File: src/rtl/gpio_bus_arbiter_pkg.sv
`default_nettype none
// ============================================================================
// Module      : gpio_bus_arbiter_pkg
// Description : Shared definitions for the two-master GPIO bus arbiter:
//               FSM state encoding, master indices and GPIO register offsets.
// Revision    : 1.0 - initial release
// ============================================================================
package gpio_bus_arbiter_pkg;

    // Arbiter FSM states
    typedef enum logic [1:0] {
        IDLE   = 2'd0,
        ACCESS = 2'd1,
        RESP   = 2'd2
    } state_t;

    // Master indices (also the bit positions in the req/gnt vectors)
    localparam logic c_M0 = 1'b0;
    localparam logic c_M1 = 1'b1;

    // GPIO register offsets, shared with benches and software headers
    localparam logic [3:0] c_REG_CTRL = 4'h0;
    localparam logic [3:0] c_REG_DATA = 4'h4;

endpackage : gpio_bus_arbiter_pkg
`default_nettype wire

File: src/rtl/gpio_bus_arbiter_rr_arbiter2.sv
`default_nettype none
// ============================================================================
// Module      : rr_arbiter2
// Description : Two-requester picker. A lone requester always wins; on a tie
//               the pointer picks the winner when round-robin is enabled,
//               otherwise requester 0 wins. Output is one-hot (or zero).
// Revision    : 1.0 - initial release
// ============================================================================
module rr_arbiter2
    import gpio_bus_arbiter_pkg::*;
#(
    parameter int RR_EN = 1
) (
    input  logic [1:0] i_req,
    input  logic       i_ptr,
    output logic [1:0] o_gnt
);

    // Pick one winner from the request pair
    always_comb begin
        o_gnt = 2'b00;
        case (i_req)
            2'b01:   o_gnt = 2'b01;
            2'b10:   o_gnt = 2'b10;
            2'b11: begin
                if ((RR_EN != 0) && (i_ptr == c_M1)) begin
                    o_gnt = 2'b10;
                end else begin
                    o_gnt = 2'b01;
                end
            end
            default: o_gnt = 2'b00;
        endcase
    end

endmodule : rr_arbiter2
`default_nettype wire

File: src/rtl/gpio_bus_arbiter.sv
`default_nettype none
// ============================================================================
// Module      : gpio_bus_arbiter
// Description : Shares the single GPIO register port between the CPU core
//               (m0) and the debug module (m1). One transaction at a time:
//               grant in IDLE, drive the GPIO port in ACCESS, return the
//               registered response in RESP.
// Revision    : 1.0 - initial release
// ============================================================================
module gpio_bus_arbiter
    import gpio_bus_arbiter_pkg::*;
#(
    parameter int ADDR_W = 32,
    parameter int DATA_W = 32,
    parameter int RR_EN  = 1
) (
    input  logic              clk,
    input  logic              rst_n,
    // master 0 (CPU core)
    input  logic              i_m0_req,
    input  logic              i_m0_we,
    input  logic [ADDR_W-1:0] i_m0_addr,
    input  logic [DATA_W-1:0] i_m0_wdata,
    output logic              o_m0_gnt,
    output logic              o_m0_rvalid,
    output logic [DATA_W-1:0] o_m0_rdata,
    // master 1 (debug module)
    input  logic              i_m1_req,
    input  logic              i_m1_we,
    input  logic [ADDR_W-1:0] i_m1_addr,
    input  logic [DATA_W-1:0] i_m1_wdata,
    output logic              o_m1_gnt,
    output logic              o_m1_rvalid,
    output logic [DATA_W-1:0] o_m1_rdata,
    // GPIO register port
    output logic              o_s_wr_en,
    output logic [ADDR_W-1:0] o_s_addr,
    output logic [DATA_W-1:0] o_s_wdata,
    input  logic [DATA_W-1:0] i_s_rdata
);

    state_t              r_state;
    logic                r_ptr;
    logic                r_owner;
    logic                r_s_wr_en;
    logic [ADDR_W-1:0]   r_s_addr;
    logic [DATA_W-1:0]   r_s_wdata;
    logic                r_m0_rvalid;
    logic                r_m1_rvalid;
    logic [DATA_W-1:0]   r_m0_rdata;
    logic [DATA_W-1:0]   r_m1_rdata;

    logic [1:0]          w_req;
    logic [1:0]          w_arb_gnt;
    logic [1:0]          w_gnt;
    logic                w_win;
    logic                w_sel_we;
    logic [ADDR_W-1:0]   w_sel_addr;
    logic [DATA_W-1:0]   w_sel_wdata;

    assign w_req = {i_m1_req, i_m0_req};

    rr_arbiter2 #(
        .RR_EN (RR_EN)
    ) u_rr_arbiter2 (
        .i_req (w_req),
        .i_ptr (r_ptr),
        .o_gnt (w_arb_gnt)
    );

    // Grants only exist in IDLE and never while reset is held
    assign w_gnt       = (rst_n && (r_state == IDLE)) ? w_arb_gnt : 2'b00;
    assign w_win       = w_arb_gnt[1];
    assign w_sel_we    = (w_win == c_M1) ? i_m1_we    : i_m0_we;
    assign w_sel_addr  = (w_win == c_M1) ? i_m1_addr  : i_m0_addr;
    assign w_sel_wdata = (w_win == c_M1) ? i_m1_wdata : i_m0_wdata;

    assign o_m0_gnt    = w_gnt[0];
    assign o_m1_gnt    = w_gnt[1];
    assign o_m0_rvalid = r_m0_rvalid;
    assign o_m1_rvalid = r_m1_rvalid;
    assign o_m0_rdata  = r_m0_rdata;
    assign o_m1_rdata  = r_m1_rdata;
    assign o_s_wr_en   = r_s_wr_en;
    assign o_s_addr    = r_s_addr;
    assign o_s_wdata   = r_s_wdata;

    // Transaction FSM: latch the winner, drive the GPIO port, return response
    always_ff @(posedge clk) begin
        if (!rst_n) begin
            r_state     <= IDLE;
            r_ptr       <= c_M0;
            r_owner     <= c_M0;
            r_s_wr_en   <= 1'b0;
            r_s_addr    <= '0;
            r_s_wdata   <= '0;
            r_m0_rvalid <= 1'b0;
            r_m1_rvalid <= 1'b0;
            r_m0_rdata  <= '0;
            r_m1_rdata  <= '0;
        end else begin
            case (r_state)
                IDLE: begin
                    r_m0_rvalid <= 1'b0;
                    r_m1_rvalid <= 1'b0;
                    if (w_gnt != 2'b00) begin
                        r_owner   <= w_win;
                        r_s_wr_en <= w_sel_we;
                        r_s_addr  <= w_sel_addr;
                        r_s_wdata <= w_sel_wdata;
                        // The loser gets preference on the next tie
                        if (RR_EN != 0) begin
                            r_ptr <= ~w_win;
                        end
                        r_state   <= ACCESS;
                    end
                end
                ACCESS: begin
                    // Write strobe lasts exactly this one cycle
                    r_s_wr_en <= 1'b0;
                    if (r_owner == c_M1) begin
                        r_m1_rvalid <= 1'b1;
                        r_m1_rdata  <= r_s_wr_en ? '0 : i_s_rdata;
                    end else begin
                        r_m0_rvalid <= 1'b1;
                        r_m0_rdata  <= r_s_wr_en ? '0 : i_s_rdata;
                    end
                    r_state <= RESP;
                end
                RESP: begin
                    r_m0_rvalid <= 1'b0;
                    r_m1_rvalid <= 1'b0;
                    r_state     <= IDLE;
                end
                default: begin
                    r_s_wr_en   <= 1'b0;
                    r_m0_rvalid <= 1'b0;
                    r_m1_rvalid <= 1'b0;
                    r_state     <= IDLE;
                end
            endcase
        end
    end

endmodule : gpio_bus_arbiter
`default_nettype wire
File: config.mk
export PLATFORM = sky130hd
export DESIGN_NAME = gpio_bus_arbiter
export DESIGN_NICKNAME = d
export VERILOG_FILES = /design/src/rtl/gpio_bus_arbiter_pkg.sv /design/src/rtl/gpio_bus_arbiter_rr_arbiter2.sv /design/src/rtl/gpio_bus_arbiter.sv
export SDC_FILE = /design/constraint.sdc
export NUM_CORES = 1
export LEC_CHECK = 0
export CELL_PAD_IN_SITES_DETAIL_PLACEMENT = 1
export CELL_PAD_IN_SITES_GLOBAL_PLACEMENT = 2
export CORE_ASPECT_RATIO = 0.6
export CORE_UTILIZATION = 21
export CTS_BUF_LIST = sky130_fd_sc_hd__clkbuf_4 sky130_fd_sc_hd__clkbuf_8 sky130_fd_sc_hd__clkbuf_16
export CTS_CLUSTER_SIZE = 30
export DETAILED_ROUTE_END_ITERATION = 10
export MAX_ROUTING_LAYER = met4
export PLACE_DENSITY = 0.88
export SLEW_MARGIN = 10
export SYNTH_ARGS = -nofsm -noshare
export SYNTH_HDL_FRONTEND = slang
export SYNTH_SLANG_ARGS = --single-unit
File: constraint.sdc
create_clock -name clk -period 1.75 [get_ports clk]
set_input_delay 0.2625 -clock clk [delete_from_list [all_inputs] [get_ports clk]]
set_output_delay 0.2625 -clock clk [all_outputs]
set_load 0.02 [all_outputs]
==> PnR_summary.wiki <==
{| class="wikitable"
! Metric !! Value
|-
| Number of nets with antenna violations after routing || 0
|-
| Cell leakage power || 0.003949 uW
|-
| Flops & latches, synth || 135
|-
| Total Routed Length || 22100 um
|-
| Most repeated cell in the gate-level netlist after synthesis || nand2_1
|-
| Worst Max-Slew Pin Slew || 470.7 ps
|-
| Number of distinct standard cells referenced by the synthesized netlist || 27
|-
| Number of warnings printed during yosys synthesis || 0
|-
| Maxcap violations || 0
|-
| Internal power summed over all cells || 7028 uW
|-
| Top cell type by total area after synthesis || dfxtp_1
|-
| RePlAce Congestion || 0.7843
|-
| Area fraction of the dominant cell type after synthesis || 50.28%
|-
| Fin crit share || 108.9%
|-
| VDD IR max || 0.5499 mV
|-
| Switching part of the total power || 25.72%
|-
| Maximum buffer depth of the clock tree || 2
|-
| Layout overhead on the synthesized area || 79.54%
|-
| Clock tree from TritonCTS || built
|-
| Final hold vios || 0
|-
| Synthesized netlist net count || 779
|-
| Gate power share || 20.0%
|-
| Slowest cell on the critical path || or3b_4
|-
| IO Count || 299
|-
| Final core utilization || 39.13%
|-
| Classification of the worst setup path || reg -> out
|-
| Kind of end point of the critical path || primary output
|-
| Via density per instance || 4.417
|-
| Capture instance of the worst register-to-register path || o_s_wdata[12]
|-
| Placed wire-length estimate after detailed placement || 15290 um
|-
| Critical path destination || o_m0_gnt
|-
| Instance area at placement || 8874 um2
|-
| Post-Syn Instances || 613
|-
| Sequence of cells on the critical path || or3b_4 -> nor3b_4 -> buf_12 -> buf_8
|-
| Total overflow reported by the global router || 0
|-
| Syn Std Cell Area || 5375 um2
|-
| Filler cell count || 2824
|-
| Vias in the first global route || 5708
|-
| Unrepaired setup endpoints after global routing || true
|-
| Kind of launch point of the worst setup path || flop
|-
| Violated checks || negative setup slack
|-
| Main area contributors after synthesis || dfxtp_1, nand2_1, a21boi_0, a22o_1, a21o_1
|-
| Worst-path fanout max || 2
|-
| Most used flip-flop cell after synthesis || dfxtp_1
|-
| Average size of a mapped cell || 8.769 um2
|-
| Port bufs || 298
|-
| Layout Cell Area excl Fill || 9651 um2
|-
| Ratio of cells with drive above 1 in the final layout || 7.809%
|-
| FF-to-FF Start || r_state[1]
|-
| Sequential Power Share || 36.1%
|-
| Number of diodes added for antenna fixing || 0
|-
| Peak per-stage delay on the critical path || 420 ps
|-
| Setup violators final || 2
|-
| Sequential cell area fraction in the yosys report || 50.28%
|-
| Arrival time of data at the critical path endpoint || 1640 ps
|-
| Clk Latency, worst-skew pair || 430 ps
|-
| Worst hold-check path type || in -> reg
|-
| Antenna violations before repair || 0
|-
| Max_slew headroom || 68.62%
|-
| Relative contribution of the clock network to total power || 43.9%
|-
| Highest clock rate || 524.6 MHz
|-
| First-pass detailed-route iteration total || 4
|-
| Initial drt markers || 237
|-
| Critical path origin || r_state[1]
|-
| Count of H-tree levels built during CTS || 4
|-
| Number of enable-type register cells in the synthesized netlist || 0
|-
| Via total after detailed routing || 5495
|-
| Initial core utilization || 21.79%
|-
| Net count, final || 1075
|-
| First-pass GRT wire length || 33640 um
|-
| CTS root buffer || clkbuf_16
|-
| Die Y-Extent || 125.9 um
|-
| Async set or reset register ratio after synthesis || 0%
|-
| Register-to-Register Path Depth || 6
|-
| DIE AREA || 26260 um2
|-
| Smallest setup slack after layout || -156.1 ps
|-
| FP Rows || 44
|-
| Total GRT Usage || 17.37%
|-
| Final worst path period need || 1906 ps
|-
| Largest net degree at the start of global routing || 47
|-
| TritonCTS Sinks || 135
|-
| Switching power || 2433 uW
|-
| Status || finished with violations
|-
| Post-CTS Hold Fix Bufs || 0
|-
| Inserted Clock Buffers || 17
|-
| Worst Skew || 7.391 ps
|-
| Clock transition at path regs || 60 ps
|-
| Worst Path Required || 1490 ps
|-
| DRC violations left || 0
|-
| Horizontal die dimension || 208.5 um
|-
| Most numerous cell types in the synthesized netlist || nand2_1, dfxtp_1, a21boi_0, a21o_1, a22o_1
|-
| Power density of the placed cells || 980.3 nW/um2
|-
| Final routed wire length divided by cell count || 17.77 um
|-
| CORE AREA || 24660 um2
|-
| Number of max-slew violations in the final report || 0
|-
| Setup slack of the most critical reg-to-reg path || 40 ps
|}
worst min-delay path by stage:
stage / start / end / cells after the start
global placement: o_m0_rvalid / o_m0_rvalid / 2
finish: i_m1_addr[31] / o_s_addr[31] / 3
detailed placement: o_m0_rdata[21] / o_m0_rdata[21] / 2
CTS: i_m1_wdata[31] / o_s_wdata[31] / 3
floorplan: i_m1_addr[0] / o_s_addr[0] / 1
global route: i_m1_addr[27] / o_s_addr[27] / 2
stage by stage:
stage / TNS (ps) / cells / hold slack [ps] / setup WS, ps / power [uW]
after floorplan: 0 / 613 / 372.3 / 121.8 / 4263
after global placement: -2656 / 1207 / 444.0 / -93.91 / 5323
after detailed placement: -5422 / 1207 / 457.5 / -137.0 / 5347
after CTS: -474.6 / 1243 / 362.5 / -243.2 / 9623
after global routing: -581.3 / 1244 / 378.4 / -221.1 / 9895
final: -291.8 / 1244 / 397.0 / -156.1 / 9461
cells by family after synthesis:
logic type / after synthesis / synth area share, %
buffers and inverters: 53 / 4.446
AND/OR/NAND/NOR: 223 / 17.74
flip-flops: 135 / 50.28
multiplexers: 1 / 0.1862
AO/OA/AOI/OAI: 201 / 27.35
power by group through the flow:
stage	Clock, uW	Combinational [uW]	Sequential, uW
global route	4430	2030	3440
global placement	0	1850	3480
detailed placement	0	1870	3480
CTS	4300	1900	3420
floorplan	0	543	3720
finish	4160	1890	3410
routing by layer:
layer | track usage [%] | up-vias | share of wire [%] | wire [um]
li1 | - | 2682 | - | -
met1 | 21.33 | 2616 | 46 | 10160
met2 | 25.85 | 185 | 44 | 9665
met3 | 8.105 | 12 | 9.5 | 2109
met4 | 3.633 | 0 | 0.75 | 165
met5 | - | - | 0 | 0
repair_timing:
action                                  CTS  global route
endpoints found under the setup margin    5            37
pin swaps                                 3             3
gates resized for setup                   7             6
gates cloned                              1             1
hold endpoints to repair                  0             0
buffers inserted                          3             0
sequential cells by signal, indices dropped and copies added (netlist names):
| register | flops |
|---|---|
| o_m1_rdata | 32 |
| o_s_addr | 32 |
| o_m0_rdata | 32 |
| o_m1_rvalid | 1 |
| o_m0_rvalid | 1 |
| r_owner | 1 |
| o_s_wr_en | 1 |
| r_ptr | 1 |
| r_state | 2 |
| o_s_wdata | 32 |
cell usage in the layout (no fill, tap or decap), types with 2 or more instances in the layout:
cell | synthesis | final
a22o_1 | 42 | 42
dlymetal6s2s_1 | 0 | 5
a31oi_1 | 22 | 22
nor2_1 | 6 | 5
nor2b_1 | 34 | 33
a21boi_0 | 64 | 64
nand2_1 | 177 | 177
dfxtp_1 | 135 | 134
o21ai_0 | 22 | 22
buf_12 | 0 | 12
dlygate4sd2_1 | 0 | 3
clkdlybuf4s50_1 | 0 | 287
inv_1 | 4 | 4
o31ai_1 | 2 | 2
a21o_1 | 42 | 42
a21oi_1 | 2 | 2
buf_4 | 0 | 15
clkinv_2 | 0 | 4
clkbuf_16 | 0 | 18
nor2_4 | 0 | 2
bufinv_16 | 0 | 6
final cells by class:
cell class	instances	area [um2]	share of cell area, %
Clock inverter	13	225.2	2.334
Clock buffer	19	446.7	4.629
Timing Repair Buffer	326	3392	35.15
Tap cell	322	402.9	4.175
Multi-Input combinational cell	425	2465	25.54
Inverter	4	15.01	0.1556
Sequential cell	135	2704	28.02
worst max-delay path: cells and delay by family (launching register included):
family | cells | cell delay (ps)
buffers and inverters | 2 | 250
flip-flops | 1 | 310
AND/OR/NAND/NOR | 2 | 660
Note: power is estimated with default switching activity, not from simulation.
